$ cat src/rtl/uart_param_core.sv
// Full-duplex UART core: shared programmable baud tick, independent TX and RX FSMs,
// DBIT data bits LSB-first, optional even/odd parity, 1 or 2 TX stop bits.
module uart_param_core #(
    parameter int unsigned DBIT  = 8,
    parameter int unsigned OVS   = 16,
    parameter int unsigned DIV_W = 16
) (
    input  logic             MAIN_CLOCK,
    input  logic             RESET,
    input  logic [DIV_W-1:0] BAUD_DIV,
    input  logic [1:0]       PARITY_MODE,
    input  logic             TWO_STOP,
    input  logic             TX_START,
    input  logic [DBIT-1:0]  TX_DATA,
    output logic             TX_BUSY,
    output logic             TX_DONE,
    output logic             TX_PIN,
    input  logic             RX_PIN,
    output logic [DBIT-1:0]  RX_DATA,
    output logic             RX_VALID,
    output logic             RX_PARITY_ERR,
    output logic             RX_FRAME_ERR,
    output logic             TICK
);

    localparam int unsigned TCNT_W = $clog2(2 * OVS);
    localparam int unsigned BCNT_W = (DBIT > 1) ? $clog2(DBIT) : 1;

    localparam logic [TCNT_W-1:0] BIT_LAST   = TCNT_W'(OVS - 1);
    localparam logic [TCNT_W-1:0] HALF_LAST  = TCNT_W'(OVS / 2 - 1);
    localparam logic [TCNT_W-1:0] STOP2_LAST = TCNT_W'(2 * OVS - 1);
    localparam logic [BCNT_W-1:0] DBIT_LAST  = BCNT_W'(DBIT - 1);

    typedef enum logic [2:0] {
        TXS_IDLE,
        TXS_START,
        TXS_DATA,
        TXS_PAR,
        TXS_STOP
    } tx_state_t;

    typedef enum logic [2:0] {
        RXS_IDLE,
        RXS_START,
        RXS_DATA,
        RXS_PAR,
        RXS_STOP
    } rx_state_t;

    // ---------------- baud tick ----------------
    logic [DIV_W-1:0] div_cnt, div_top, div_nxt;

    // A zero divider behaves as 1; a count above a lowered top wraps on the next cycle.
    always_comb begin
        div_top = (BAUD_DIV == '0) ? '0 : BAUD_DIV - DIV_W'(1);
        div_nxt = (div_cnt >= div_top) ? '0 : div_cnt + DIV_W'(1);
    end

    always_ff @(posedge MAIN_CLOCK or posedge RESET) begin
        if (RESET) begin
            div_cnt <= '0;
            TICK    <= 1'b0;
        end else begin
            div_cnt <= div_nxt;
            TICK    <= (div_nxt >= div_top);
        end
    end

    // ---------------- transmitter ----------------
    tx_state_t           tx_state, tx_state_n;
    logic [DBIT-1:0]     tx_shreg, tx_shreg_n;
    logic [TCNT_W-1:0]   tx_tcnt, tx_tcnt_n;
    logic [BCNT_W-1:0]   tx_bcnt, tx_bcnt_n;
    logic                tx_par, tx_par_n;
    logic                tx_par_en, tx_par_en_n;
    logic                tx_two_stop, tx_two_stop_n;
    logic                tx_pin_n, tx_busy_n, tx_done_n;

    always_ff @(posedge MAIN_CLOCK or posedge RESET) begin
        if (RESET) begin
            tx_state    <= TXS_IDLE;
            tx_shreg    <= '0;
            tx_tcnt     <= '0;
            tx_bcnt     <= '0;
            tx_par      <= 1'b0;
            tx_par_en   <= 1'b0;
            tx_two_stop <= 1'b0;
            TX_PIN      <= 1'b1;
            TX_BUSY     <= 1'b0;
            TX_DONE     <= 1'b0;
        end else begin
            tx_state    <= tx_state_n;
            tx_shreg    <= tx_shreg_n;
            tx_tcnt     <= tx_tcnt_n;
            tx_bcnt     <= tx_bcnt_n;
            tx_par      <= tx_par_n;
            tx_par_en   <= tx_par_en_n;
            tx_two_stop <= tx_two_stop_n;
            TX_PIN      <= tx_pin_n;
            TX_BUSY     <= tx_busy_n;
            TX_DONE     <= tx_done_n;
        end
    end

    always_comb begin
        tx_state_n    = tx_state;
        tx_shreg_n    = tx_shreg;
        tx_tcnt_n     = tx_tcnt;
        tx_bcnt_n     = tx_bcnt;
        tx_par_n      = tx_par;
        tx_par_en_n   = tx_par_en;
        tx_two_stop_n = tx_two_stop;
        tx_done_n     = 1'b0;

        unique case (tx_state)
            TXS_IDLE: begin
                // A request coinciding with the DONE pulse is dropped, not deferred.
                if (TX_START && !TX_DONE) begin
                    tx_state_n    = TXS_START;
                    tx_shreg_n    = TX_DATA;
                    tx_tcnt_n     = '0;
                    tx_bcnt_n     = '0;
                    tx_par_n      = (^TX_DATA) ^ PARITY_MODE[1];
                    tx_par_en_n   = ^PARITY_MODE;
                    tx_two_stop_n = TWO_STOP;
                end
            end
            TXS_START: begin
                if (TICK) begin
                    if (tx_tcnt == BIT_LAST) begin
                        tx_tcnt_n  = '0;
                        tx_state_n = TXS_DATA;
                    end else begin
                        tx_tcnt_n = tx_tcnt + TCNT_W'(1);
                    end
                end
            end
            TXS_DATA: begin
                if (TICK) begin
                    if (tx_tcnt == BIT_LAST) begin
                        tx_tcnt_n = '0;
                        if (tx_bcnt == DBIT_LAST) begin
                            tx_state_n = tx_par_en ? TXS_PAR : TXS_STOP;
                        end else begin
                            tx_bcnt_n  = tx_bcnt + BCNT_W'(1);
                            tx_shreg_n = tx_shreg >> 1;
                        end
                    end else begin
                        tx_tcnt_n = tx_tcnt + TCNT_W'(1);
                    end
                end
            end
            TXS_PAR: begin
                if (TICK) begin
                    if (tx_tcnt == BIT_LAST) begin
                        tx_tcnt_n  = '0;
                        tx_state_n = TXS_STOP;
                    end else begin
                        tx_tcnt_n = tx_tcnt + TCNT_W'(1);
                    end
                end
            end
            TXS_STOP: begin
                if (TICK) begin
                    if (tx_tcnt == (tx_two_stop ? STOP2_LAST : BIT_LAST)) begin
                        tx_tcnt_n  = '0;
                        tx_state_n = TXS_IDLE;
                        tx_done_n  = 1'b1;
                    end else begin
                        tx_tcnt_n = tx_tcnt + TCNT_W'(1);
                    end
                end
            end
            default: tx_state_n = TXS_IDLE;
        endcase

        // Line level is decoded from the next state so TX_PIN stays a plain flop.
        unique case (tx_state_n)
            TXS_START: tx_pin_n = 1'b0;
            TXS_DATA:  tx_pin_n = tx_shreg_n[0];
            TXS_PAR:   tx_pin_n = tx_par_n;
            default:   tx_pin_n = 1'b1;
        endcase
        tx_busy_n = (tx_state_n != TXS_IDLE);
    end

    // ---------------- receiver ----------------
    rx_state_t           rx_state, rx_state_n;
    logic                rx_s1, rx_s2, rx_prev;
    logic [TCNT_W-1:0]   rx_tcnt, rx_tcnt_n;
    logic [BCNT_W-1:0]   rx_bcnt, rx_bcnt_n;
    logic [DBIT-1:0]     rx_shreg, rx_shreg_n;
    logic                rx_par_en, rx_par_en_n;
    logic                rx_par_odd, rx_par_odd_n;
    logic                rx_perr, rx_perr_n;
    logic [DBIT-1:0]     rx_data_n;
    logic                rx_valid_n, rx_perr_out_n, rx_ferr_n;
    logic                rx_fall;

    assign rx_fall = rx_prev & ~rx_s2;

    always_ff @(posedge MAIN_CLOCK or posedge RESET) begin
        if (RESET) begin
            rx_s1         <= 1'b1;
            rx_s2         <= 1'b1;
            rx_prev       <= 1'b1;
            rx_state      <= RXS_IDLE;
            rx_tcnt       <= '0;
            rx_bcnt       <= '0;
            rx_shreg      <= '0;
            rx_par_en     <= 1'b0;
            rx_par_odd    <= 1'b0;
            rx_perr       <= 1'b0;
            RX_DATA       <= '0;
            RX_VALID      <= 1'b0;
            RX_PARITY_ERR <= 1'b0;
            RX_FRAME_ERR  <= 1'b0;
        end else begin
            rx_s1         <= RX_PIN;
            rx_s2         <= rx_s1;
            rx_prev       <= rx_s2;
            rx_state      <= rx_state_n;
            rx_tcnt       <= rx_tcnt_n;
            rx_bcnt       <= rx_bcnt_n;
            rx_shreg      <= rx_shreg_n;
            rx_par_en     <= rx_par_en_n;
            rx_par_odd    <= rx_par_odd_n;
            rx_perr       <= rx_perr_n;
            RX_DATA       <= rx_data_n;
            RX_VALID      <= rx_valid_n;
            RX_PARITY_ERR <= rx_perr_out_n;
            RX_FRAME_ERR  <= rx_ferr_n;
        end
    end

    always_comb begin
        rx_state_n    = rx_state;
        rx_tcnt_n     = rx_tcnt;
        rx_bcnt_n     = rx_bcnt;
        rx_shreg_n    = rx_shreg;
        rx_par_en_n   = rx_par_en;
        rx_par_odd_n  = rx_par_odd;
        rx_perr_n     = rx_perr;
        rx_data_n     = RX_DATA;
        rx_perr_out_n = RX_PARITY_ERR;
        rx_ferr_n     = RX_FRAME_ERR;
        rx_valid_n    = 1'b0;

        unique case (rx_state)
            RXS_IDLE: begin
                // Edge-triggered start so a held-low break line cannot retrigger.
                if (rx_fall) begin
                    rx_state_n   = RXS_START;
                    rx_tcnt_n    = '0;
                    rx_bcnt_n    = '0;
                    rx_par_en_n  = ^PARITY_MODE;
                    rx_par_odd_n = PARITY_MODE[1];
                    rx_perr_n    = 1'b0;
                end
            end
            RXS_START: begin
                if (TICK) begin
                    if (rx_tcnt == HALF_LAST) begin
                        rx_tcnt_n  = '0;
                        rx_state_n = rx_s2 ? RXS_IDLE : RXS_DATA;
                    end else begin
                        rx_tcnt_n = rx_tcnt + TCNT_W'(1);
                    end
                end
            end
            RXS_DATA: begin
                if (TICK) begin
                    if (rx_tcnt == BIT_LAST) begin
                        rx_tcnt_n  = '0;
                        rx_shreg_n = {rx_s2, rx_shreg[DBIT-1:1]};
                        if (rx_bcnt == DBIT_LAST) begin
                            rx_state_n = rx_par_en ? RXS_PAR : RXS_STOP;
                        end else begin
                            rx_bcnt_n = rx_bcnt + BCNT_W'(1);
                        end
                    end else begin
                        rx_tcnt_n = rx_tcnt + TCNT_W'(1);
                    end
                end
            end
            RXS_PAR: begin
                if (TICK) begin
                    if (rx_tcnt == BIT_LAST) begin
                        rx_tcnt_n  = '0;
                        rx_perr_n  = rx_s2 ^ (^rx_shreg) ^ rx_par_odd;
                        rx_state_n = RXS_STOP;
                    end else begin
                        rx_tcnt_n = rx_tcnt + TCNT_W'(1);
                    end
                end
            end
            RXS_STOP: begin
                // Frame is delivered even with errors; IDLE is re-entered at once for back-to-back frames.
                if (TICK) begin
                    if (rx_tcnt == BIT_LAST) begin
                        rx_tcnt_n     = '0;
                        rx_data_n     = rx_shreg;
                        rx_perr_out_n = rx_perr;
                        rx_ferr_n     = ~rx_s2;
                        rx_valid_n    = 1'b1;
                        rx_state_n    = RXS_IDLE;
                    end else begin
                        rx_tcnt_n = rx_tcnt + TCNT_W'(1);
                    end
                end
            end
            default: rx_state_n = RXS_IDLE;
        endcase
    end

endmodule

$ cat config.mk
export PLATFORM = sky130hd
export DESIGN_NAME = uart_param_core
export DESIGN_NICKNAME = d
export VERILOG_FILES = /design/src/rtl/uart_param_core.sv
export SDC_FILE = /design/constraint.sdc
export NUM_CORES = 1
export LEC_CHECK = 0
export CORE_MARGIN = 2
export CORE_UTILIZATION = 58
export CTS_CLUSTER_DIAMETER = 100
export DETAILED_ROUTE_END_ITERATION = 12
export PLACE_DENSITY = 0.81
export SETUP_SLACK_MARGIN = 0.4
export SYNTH_ARGS = -nofsm -noshare
export SYNTH_HDL_FRONTEND = slang
export SYNTH_SLANG_ARGS = --single-unit
$ cat constraint.sdc
create_clock -name MAIN_CLOCK -period 4.2 [get_ports MAIN_CLOCK]
set_input_delay 0.84 -clock MAIN_CLOCK [delete_from_list [all_inputs] [get_ports MAIN_CLOCK]]
set_output_delay 0.84 -clock MAIN_CLOCK [all_outputs]
set_load 0.005 [all_outputs]
==> results of run 1 <==
-- state kept, by name (all words and copies together), names as in the netlist, 5 cells and up --
| name | count |
|---|---|
| div_cnt | 16 |
| RX_DATA | 8 |
| rx_shreg | 8 |
| tx_shreg | 8 |
| rx_tcnt | 5 |
| tx_tcnt | 5 |
-- critical path: stages --
cell,delay (ns)
dlygate4sd2_1,0.24
or3_4,0.38
or4_4,0.54
buf_12,0.18
nand2_4,0.08
ha_4,0.20
nand4_1,0.17
nor3_4,0.07
a221oi_2,0.23
o211ai_1,0.12
buf_4,0.19
buf_12,0.13
buf_12,0.12
nor2_4,0.16
ha_4,0.25
nand2_1,0.11
o21ai_2,0.09
nor4_2,0.16
o21ai_1,0.14
a221o_1,0.34
-- logic make-up after synthesis --
| logic type | after synthesis | synth area share [%] |
|---|---|---|
| compound gates | 94 | 13.13 |
| mux | 21 | 4.760 |
| xor+xnor | 47 | 8.374 |
| fa+ha+maj | 45 | 11.45 |
| buf+inv | 32 | 3.156 |
| flops | 78 | 39.81 |
| simple gates | 187 | 19.32 |
-- stage by stage --
step                setup WS (ns)  power (W)  cell area, sq um
detailed placement        -0.8274   0.001567              5856
floorplan                 -0.1695   0.001348              4943
CTS                      -0.02134   0.002192              6548
global placement          -0.7013   0.001529              5856
finish                    -0.3364   0.002298              6690
global route              -0.4438   0.002406              6690
-- per-layer routing --
metal	GRT usage, %	vias up	wire length (microns)
li1	-	2021	-
met1	35.54	2156	5474
met2	54.05	249	7246
met3	4.699	60	845
met4	14.76	0	714
met5	0	-	0
-- path summary, 6_finish.rpt --
| check | start | slack [ns] | to |
|---|---|---|---|
| setup / recovery | BAUD_DIV[12] | -0.34 | TICK$_DFF_PP0_ |
| hold / removal | rx_s1$_DFF_PP1_ | 0.36 | rx_s2$_DFF_PP1_ |
| setup reg to reg | div_cnt[0]$_DFF_PP0_ | 0.80 | TICK$_DFF_PP0_ |
| hold reg to reg | rx_s1$_DFF_PP1_ | 0.36 | rx_s2$_DFF_PP1_ |
| max in group asynchronous | RESET | 2.47 | rx_s2$_DFF_PP1_ |
| min in group asynchronous | RESET | 0.98 | tx_shreg[5]$_DFFE_PP0P_ |
-- final cells by class --
cell class | instances | share of cell area [%]
Sequential cell | 78 | 29.25
Timing Repair Buffer | 120 | 15.75
Inverter | 17 | 0.9538
Multi-Input combinational cell | 394 | 49.13
Tap cell | 105 | 1.964
Clock inverter | 5 | 0.8416
Clock buffer | 11 | 2.113
-- cells in the mapped netlist, types with 8 or more instances --
cell	instances
nor2_1	39
a22oi_1	8
mux2_2	19
xor2_1	28
o21ai_0	25
dfrtp_1	74
inv_1	17
nand2_1	71
nor3b_1	8
xnor2_1	19
nand3_1	14
a21oi_1	15
ha_1	45
-- timing repair --
item | in CTS | in global routing
gates resized for setup | 107 | 24
pin swaps | 38 | 19
setup endpoints to repair | 1 | 1
setup buffers | 18 | 3
-- power breakdown --
group	leakage, nW	internal, W	total (W)	switching (W)
clock network	0.0997	0.000291	0.000576	0.000285
logic	1.95	0.000368	0.000747	0.000379
registers	1.02	0.000832	0.000974	0.000142
==> results.json, run 1 <==
{
  "ys_seq_area_share_pct": 39.81,
  "overflow": 0,
  "antenna_cells": 0,
  "vdd_ir_drop_max_mv": 0.1985,
  "rows": 33,
  "syn-num-nets": 580,
  "netlist.area_leader.share_pct": 37.67,
  "end_kind": "flip-flop",
  "required_ns": 4.42,
  "hpwl_mm": 7.939,
  "portBuffers": 45,
  "hold_viol_final": 0,
  "fill_cells": 449,
  "cts_htree_levels": 3,
  "antenna_found_initial": 0,
  "cap_violations": 0,
  "tns_ns": -0.3364,
  "die_x_microns": 96.07,
  "drt_iter0_drc": 380,
  "rsz0062_at_grt": "yes",
  "yosys_warnings": 0,
  "ys_ff_latch": 78,
  "insertion_delay_ns": 0.35,
  "post_drt_wl_per_cell_microns": 19.56,
  "place_inst": 693,
  "syn2layout_area_growth_pct": 36.09,
  "clk_path_buf_depth": 2,
  "crit_type": "in2reg",
  "timing.hold.ws_ns": 0.3594,
  "final_cell_mix": "dfrtp_1, buf_4, nand2_1",
  "maxSlewHeadroom_pct": 47.90,
  "final.setup.worst_slack_ns": -0.3364,
  "multi_input_area_sq_mm": 0.003287,
  "syn-instance-count": 504,
  "cp.arrival_ns": 4.76,
  "drc_errors": 0,
  "grt_pass1_vias": 4462,
  "wirelength_mm": 14.28,
  "drtAntennaViolNets": 0,
  "max_freq_ghz": 0.2204,
  "yosys-top-cells-area": "dfrtp_1, ha_1, nand2_1, xor2_1, mux2_2",
  "cts_sinks": 78,
  "initial_core_util_pct": 59.83,
  "whs_path_depth": 0,
  "cp_max_fo": 7,
  "cts_made_buffers": 9,
  "finish.utilization_pct": 81.42,
  "dieHeight_microns": 96.07,
  "clk_pin_slew_ns": 0.08,
  "fin_skew_ns": 0.01372,
  "avgSynthCellArea_sq_um": 9.754,
  "cts_hold_buf": 0,
  "nNetsFinal": 696,
  "drive_gt1_share_pct": 32.32,
  "syn_area_sq_mm": 0.004916,
  "worst_slew_pin_slew_ns": 0.7803,
  "leakage_nw": 3.076,
  "p_per_area_mw_per_mm2": 343.4,
  "grt_pass1_wl_mm": 21.46,
  "fin_crit_sh_pct": 108.0,
  "setup_violations": 1,
  "finalCriticalPeriod_ns": 4.536,
  "globalplace.congestion": 0.8403,
  "cts_tree": "built",
  "status": "finished, violations left",
  "finalMaxSlewViolations": 0,
  "ctsRootBufferMaster": "clkbuf_8",
  "stdcell_count": 730,
  "violations": "negative setup slack",
  "r2r_cells": 16,
  "die-area_sq_mm": 0.009228,
  "vias_per_cell": 6.145,
  "vias": 4486,
  "coreArea_sq_mm": 0.008217,
  "yosysTopAreaCell": "dfrtp_1",
  "final_common_cell": "dfrtp_1",
  "io_pins": 46,
  "synth_edf_count": 0,
  "grtUsageTotal_pct": 30.40,
  "ys_types": 64,
  "grt_max_degree": 43,
  "seq_area_sq_mm": 0.001957,
  "firstDrtPassIters": 5,
  "worst_setup_path_start_kind": "input port",
  "async_reset_ff_share_pct": 100.0,
  "hold_class": "reg2reg",
  "ys.flop_type": "dfrtp_1"
}
Note: power is estimated with default switching activity, not from simulation.
==> run 2, diff against run 1 <==
--- a/config.mk
+++ b/config.mk
@@ -5,7 +5,6 @@
 export SDC_FILE = /design/constraint.sdc
 export NUM_CORES = 1
 export LEC_CHECK = 0
-export CORE_MARGIN = 2
 export CORE_UTILIZATION = 58
 export CTS_CLUSTER_DIAMETER = 100
 export DETAILED_ROUTE_END_ITERATION = 12
==> run 2 against run 1 <==
The run still ends with negative setup slack left. Total power is 1.8% higher. Final cell count rose by 3.4%. Combinational power rose by 2.8%. Global-route usage rose by 5.3 points. Via count increased by 6.0%. Setup slack got worse by 0.42 ns. Register-to-register slack worse by 0.18 ns. Worst hold slack improved by 0.0063 ns. Sequential share of layout area shrank 0.89 points. Flip-flop and latch count is the same. Maximum frequency is 8.5% lower. First-iteration DRC count is 20% higher. Critical path type unchanged. Critical endpoint unchanged. Largest cell class unchanged. Largest power group unchanged.
==> results.json, run 2 (synthesis results as in run 1) <==
{
  "grt_max_degree": 43,
  "worst_slew_pin_slew_ns": 0.6754,
  "max_freq_ghz": 0.2016,
  "leakage_nw": 3.197,
  "fill_cells": 437,
  "rows": 33,
  "antenna_found_initial": 0,
  "maxSlewHeadroom_pct": 54.34,
  "end_kind": "flip-flop",
  "globalplace.congestion": 0.9253,
  "max_stage_delay_ns": 0.40,
  "largest_register": "div_cnt",
  "largest_register_ffs": 16,
  "critPathTopFamily": "compound AO/OA/AOI/OAI gates",
  "cts_htree_levels": 3,
  "overflow": 0,
  "required_ns": 4.44,
  "drtAntennaViolNets": 0,
  "final_common_cell": "buf_4",
  "clk_path_buf_depth": 2,
  "fin_skew_ns": 0.01852,
  "portBuffers": 45,
  "dieHeight_microns": 94.07,
  "setup_violations": 1,
  "cp.arrival_ns": 5.20,
  "die_x_microns": 94.07,
  "insertion_delay_ns": 0.36,
  "final_cell_mix": "buf_4, dfrtp_1, nand2_1",
  "grt_pass1_wl_mm": 23.51,
  "drive_gt1_share_pct": 35.85,
  "final.setup.worst_slack_ns": -0.7599,
  "cp_slowest_cell": "a221o_1",
  "p_per_area_mw_per_mm2": 338.8,
  "grtUsageTotal_pct": 35.65,
  "finalCriticalPeriod_ns": 4.960,
  "violations": "negative setup slack",
  "path_buf_inv": 4,
  "hold_class": "reg2reg",
  "initial_core_util_pct": 59.83,
  "drc_errors": 0,
  "vdd_ir_drop_max_mv": 0.1875,
  "cp_max_fo": 6,
  "vias_per_cell": 6.301,
  "cap_violations": 0,
  "clk_pin_slew_ns": 0.10,
  "coreArea_sq_mm": 0.008217,
  "antenna_cells": 0,
  "ctsRootBufferMaster": "clkbuf_8",
  "hold_viol_final": 0,
  "post_drt_wl_per_cell_microns": 22.66,
  "rsz0062_at_grt": "yes",
  "crit_type": "in2reg",
  "wirelength_mm": 17.11,
  "fin_crit_sh_pct": 118.1,
  "final_cell_area_sq_mm": 0.006900,
  "cts_tree": "built",
  "drt_iter0_drc": 455,
  "hpwl_mm": 8.033,
  "status": "finished, violations left",
  "crit_path_frequent_cell": "buf_4",
  "vias": 4757,
  "worst_setup_path_start_kind": "input port",
  "cp_cell_sequence": "clkbuf_2 -> nor4_4 -> buf_4 -> buf_4 -> nand3_4 -> nor2_4 -> xor2_2 -> nand2_4 -> ha_4 -> nand4_1 -> nor3_4 -> o2111ai_2 -> o211ai_1 -> buf_4 -> nor2_2 -> ha_2 -> o21a_1 -> o21ai_1 -> a211oi_1 -> a221o_1",
  "nNetsFinal": 721,
  "cts_hold_buf": 0,
  "firstDrtPassIters": 5,
  "finalMaxSlewViolations": 0,
  "syn2layout_area_growth_pct": 40.37,
  "cts_made_buffers": 9,
  "cts_sinks": 78,
  "io_pins": 46,
  "placed_area_sq_mm": 0.005808,
  "finish.utilization_pct": 83.98,
  "die-area_sq_mm": 0.008848,
  "grt_pass1_vias": 4760
}
run 2: final timing paths:
kind / slack [ns] / start / to / cells past startpoint
setup / recovery: -0.76 / BAUD_DIV[2] / TICK$_DFF_PP0_ / 20
hold / removal: 0.37 / rx_s1$_DFF_PP1_ / rx_s2$_DFF_PP1_ / 0
setup reg to reg: 0.62 / div_cnt[13]$_DFF_PP0_ / TICK$_DFF_PP0_ / 12
hold reg to reg: 0.37 / rx_s1$_DFF_PP1_ / rx_s2$_DFF_PP1_ / 0
max in group asynchronous: 2.53 / RESET / rx_prev$_DFF_PP1_ / 3
min in group asynchronous: 0.78 / RESET / tx_state[1]$_DFF_PP0_ / 2
run 2: what timing repair did:
action | CTS | global route
setup buffers | 41 | 8
setup endpoints to repair | 1 | 6
pin swaps | 41 | 32
resized for setup | 107 | 32
run 2: layout make-up:
class / count / area, sq um / area share [%]
Tap cell: 105 / 131.4 / 1.904
Sequential cell: 78 / 1957 / 28.36
Multi-Input combinational cell: 394 / 3353 / 48.59
Clock inverter: 7 / 78.83 / 1.142
Inverter: 17 / 63.81 / 0.9248
Clock buffer: 9 / 123.9 / 1.795
Timing Repair Buffer: 145 / 1192 / 17.28
run 2: worst reg2reg max path, stage by stage (launching register included):
cell	delay [ns]
dfrtp_1	0.47
ha_4	0.34
nand4_1	0.21
nor3_4	0.29
o2111ai_2	0.19
o211ai_1	0.29
buf_4	0.25
nor2_2	0.08
ha_2	0.27
o21a_1	0.18
o21ai_1	0.35
a211oi_1	0.15
a221o_1	0.40
run 2: through the flow:
step / std cells / setup TNS [ns] / worst slack (ns) / power [W] / hold WS [ns]
floorplan: 504 / -0.1695 / -0.1695 / 0.001348 / 0.3452
global placement: 690 / -0.7773 / -0.7773 / 0.001520 / 0.3459
detailed placement: 690 / -0.9075 / -0.9075 / 0.001551 / 0.3507
CTS: 747 / -0.1270 / -0.1270 / 0.002197 / 0.3640
global route: 755 / -0.7616 / -0.7616 / 0.002432 / 0.3706
finish: 755 / -0.7599 / -0.7599 / 0.002338 / 0.3657
run 2: routing by layer:
layer / track usage (%) / part of all wire [%]
met5: 0 / 0
met4: 23.97 / 7.0
met3: 7.443 / 8.0
met2: 62.29 / 49
met1: 38.66 / 36
run 2: report_power, final:
group | internal (W) | switching [W]
clock | 0.000282 | 0.000308
sequential | 0.000832 | 0.000148
combinational | 0.000360 | 0.000408
total | 0.00147 | 0.000865
==> run 3, diff against run 2 <==
--- a/config.mk
+++ b/config.mk
@@ -5,10 +5,11 @@
 export SDC_FILE = /design/constraint.sdc
 export NUM_CORES = 1
 export LEC_CHECK = 0
-export CORE_UTILIZATION = 58
+export CORE_UTILIZATION = 63
 export CTS_CLUSTER_DIAMETER = 100
 export DETAILED_ROUTE_END_ITERATION = 12
-export PLACE_DENSITY = 0.81
+export MAX_ROUTING_LAYER = met4
+export PLACE_DENSITY = 0.86
 export SETUP_SLACK_MARGIN = 0.4
 export SYNTH_ARGS = -nofsm -noshare
 export SYNTH_HDL_FRONTEND = slang
==> constraint.sdc (replaced) <==
create_clock -name MAIN_CLOCK -period 6.2 [get_ports MAIN_CLOCK]
set_input_delay 1.24 -clock MAIN_CLOCK [delete_from_list [all_inputs] [get_ports MAIN_CLOCK]]
set_output_delay 1.24 -clock MAIN_CLOCK [all_outputs]
set_load 0.005 [all_outputs]
==> run 3 against run 2 <==
The run now ends clean. Die area down 7.8%. Total power shrank 40%. Clock skew shrank 0.0097 ns. Flip-flop and latch count stayed put. Worst hold slack got worse by 0.0037 ns. Final cell count decreased by 14%. Sequential share of layout area up 6.4 points. Global-route usage fell by 7.8 points. Count of clock-buffer cells in the layout increased by 1. Non-clock buffer count fell by 96. Clock power down 34%. Cell area down 18%. Critical path type unchanged.
==> results.json, run 3 (synthesis results as in run 1) <==
{
  "status": "completed",
  "maxSlewHeadroom_pct": 37.11,
  "crit_type": "in2reg",
  "post_drt_wl_per_cell_microns": 15.72,
  "largest_register_ffs": 16,
  "vdd_ir_drop_max_mv": 0.1342,
  "firstDrtPassIters": 4,
  "initial_core_util_pct": 66.36,
  "coreArea_sq_mm": 0.007408,
  "hpwl_mm": 7.477,
  "dieHeight_microns": 90.34,
  "grt_max_degree": 79,
  "leakage_nw": 2.641,
  "antenna_found_initial": 0,
  "globalplace.congestion": 0.8992,
  "final_common_cell": "dfrtp_1",
  "cts_made_buffers": 9,
  "nNetsFinal": 625,
  "grt_pass1_vias": 3984,
  "drc_errors": 0,
  "end_kind": "flip-flop",
  "r2r_cells": 14,
  "max_freq_ghz": 0.1831,
  "clk_path_buf_depth": 2,
  "rows": 31,
  "worst_slew_pin_slew_ns": 0.9433,
  "die_x_microns": 90.34,
  "post_cts_buffers": 0,
  "fin_crit_sh_pct": 88.10,
  "largest_register": "div_cnt",
  "setup_violations": 0,
  "vias": 3855,
  "tns_ns": 0,
  "vias_per_cell": 5.904,
  "drt_iter0_drc": 203,
  "whs_path_depth": 0,
  "die-area_sq_mm": 0.008160,
  "antenna_cells": 0,
  "hold_viol_final": 0,
  "insertion_delay_ns": 0.36,
  "p_total_w": 0.001404,
  "rsz0062_at_grt": "no",
  "syn2layout_area_growth_pct": 14.56,
  "grtUsageTotal_pct": 27.88,
  "cp_max_fo": 10,
  "required_ns": 6.43,
  "drive_gt1_share_pct": 10.47,
  "cp.arrival_ns": 5.70,
  "worst_setup_path_start_kind": "input port",
  "ctsRootBufferMaster": "clkbuf_8",
  "p_per_area_mw_per_mm2": 249.2,
  "drtAntennaViolNets": 0,
  "clk_pin_slew_ns": 0.08,
  "finalMaxSlewViolations": 0,
  "cap_violations": 0,
  "finalCriticalPeriod_ns": 5.462,
  "cts_htree_levels": 3,
  "hold_class": "reg2reg",
  "wirelength_mm": 10.27,
  "cts_hold_buf": 0,
  "cts_sinks": 78,
  "io_pins": 46,
  "grt_pass1_wl_mm": 17.80,
  "portBuffers": 45,
  "overflow": 0,
  "final_cell_mix": "dfrtp_1, nand2_1, ha_1, clkdlybuf4s50_1, nor2_1",
  "cts_tree": "built",
  "fin_skew_ns": 0.008784
}
==> run 3: path summary, 6_finish.rpt <==
kind                                      start                    to  slack [ns]
setup / recovery                    BAUD_DIV[3]        TICK$_DFF_PP0_        0.74
hold / removal                  rx_s1$_DFF_PP1_       rx_s2$_DFF_PP1_        0.36
setup reg to reg           div_cnt[0]$_DFF_PP0_        TICK$_DFF_PP0_        2.80
hold reg to reg                 rx_s1$_DFF_PP1_       rx_s2$_DFF_PP1_        0.36
max in group asynchronous                 RESET  div_cnt[2]$_DFF_PP0_        4.11
min in group asynchronous                 RESET     TX_DONE$_DFF_PP0_        1.49
==> run 3: per-layer routing <==
metal  global-route usage, %  routed length [microns]
met5                       -                        0
met4                   12.90                      308
met3                   4.882                      400
met2                   46.63                     5069
met1                   32.87                     4489
==> run 3: where the power goes <==
group | switching (W) | internal [W]
logic | 0.000185 | 0.000174
clock network | 0.000202 | 0.000189
registers | 0.0000896 | 0.000564
total | 0.000477 | 0.000926
==> run 3: stage by stage <==
step | std cells | hold slack [ns] | instance area, sq um | util (%) | worst slack, ns
global route | 653 | 0.3705 | 5632 | 76.02 | 0.4832
CTS | 653 | 0.3619 | 5628 | 75.97 | 0.7331
global placement | 637 | 0.3468 | 5429 | 73.28 | 0.5684
floorplan | 504 | 0.3452 | 4916 | - | 1.334
finish | 653 | 0.3621 | 5632 | 76.02 | 0.7377
detailed placement | 637 | 0.3496 | 5429 | 73.28 | 0.4357
==> run 3: worst max-delay path: stages <==
cell and delay [ns]:
clkdlybuf4s50_1 0.50, nor4_4 0.38, nand3_1 0.18, nor4_1 0.28, xor2_1 0.20, nand2_1 0.10
ha_1 0.30, nand2_1 0.07, nor3_1 0.30, o2111ai_1 0.18, o211ai_1 0.27, buf_4 0.23
nor2_1 0.11, ha_1 0.33, a21oi_1 0.16, o21ai_0 0.18, nor4_1 0.18, o21ai_0 0.14
a221o_1 0.36
==> run 3: final cells by class <==
type	instances	area (sq um)
clock buffer	10	127.6
clock inverter	6	71.32
fill	525	1777
inverter	17	63.81
multi-input combinational	394	2808
sequential	78	1957
tap	99	123.9
timing repair buffer	49	480.5
==> run 3: what timing repair did <==
action | 4_1_cts | 5_1_grt
resized for setup | 0 | 1
endpoints found under the setup margin | 0 | 1
endpoints found under the hold margin | 0 | 0
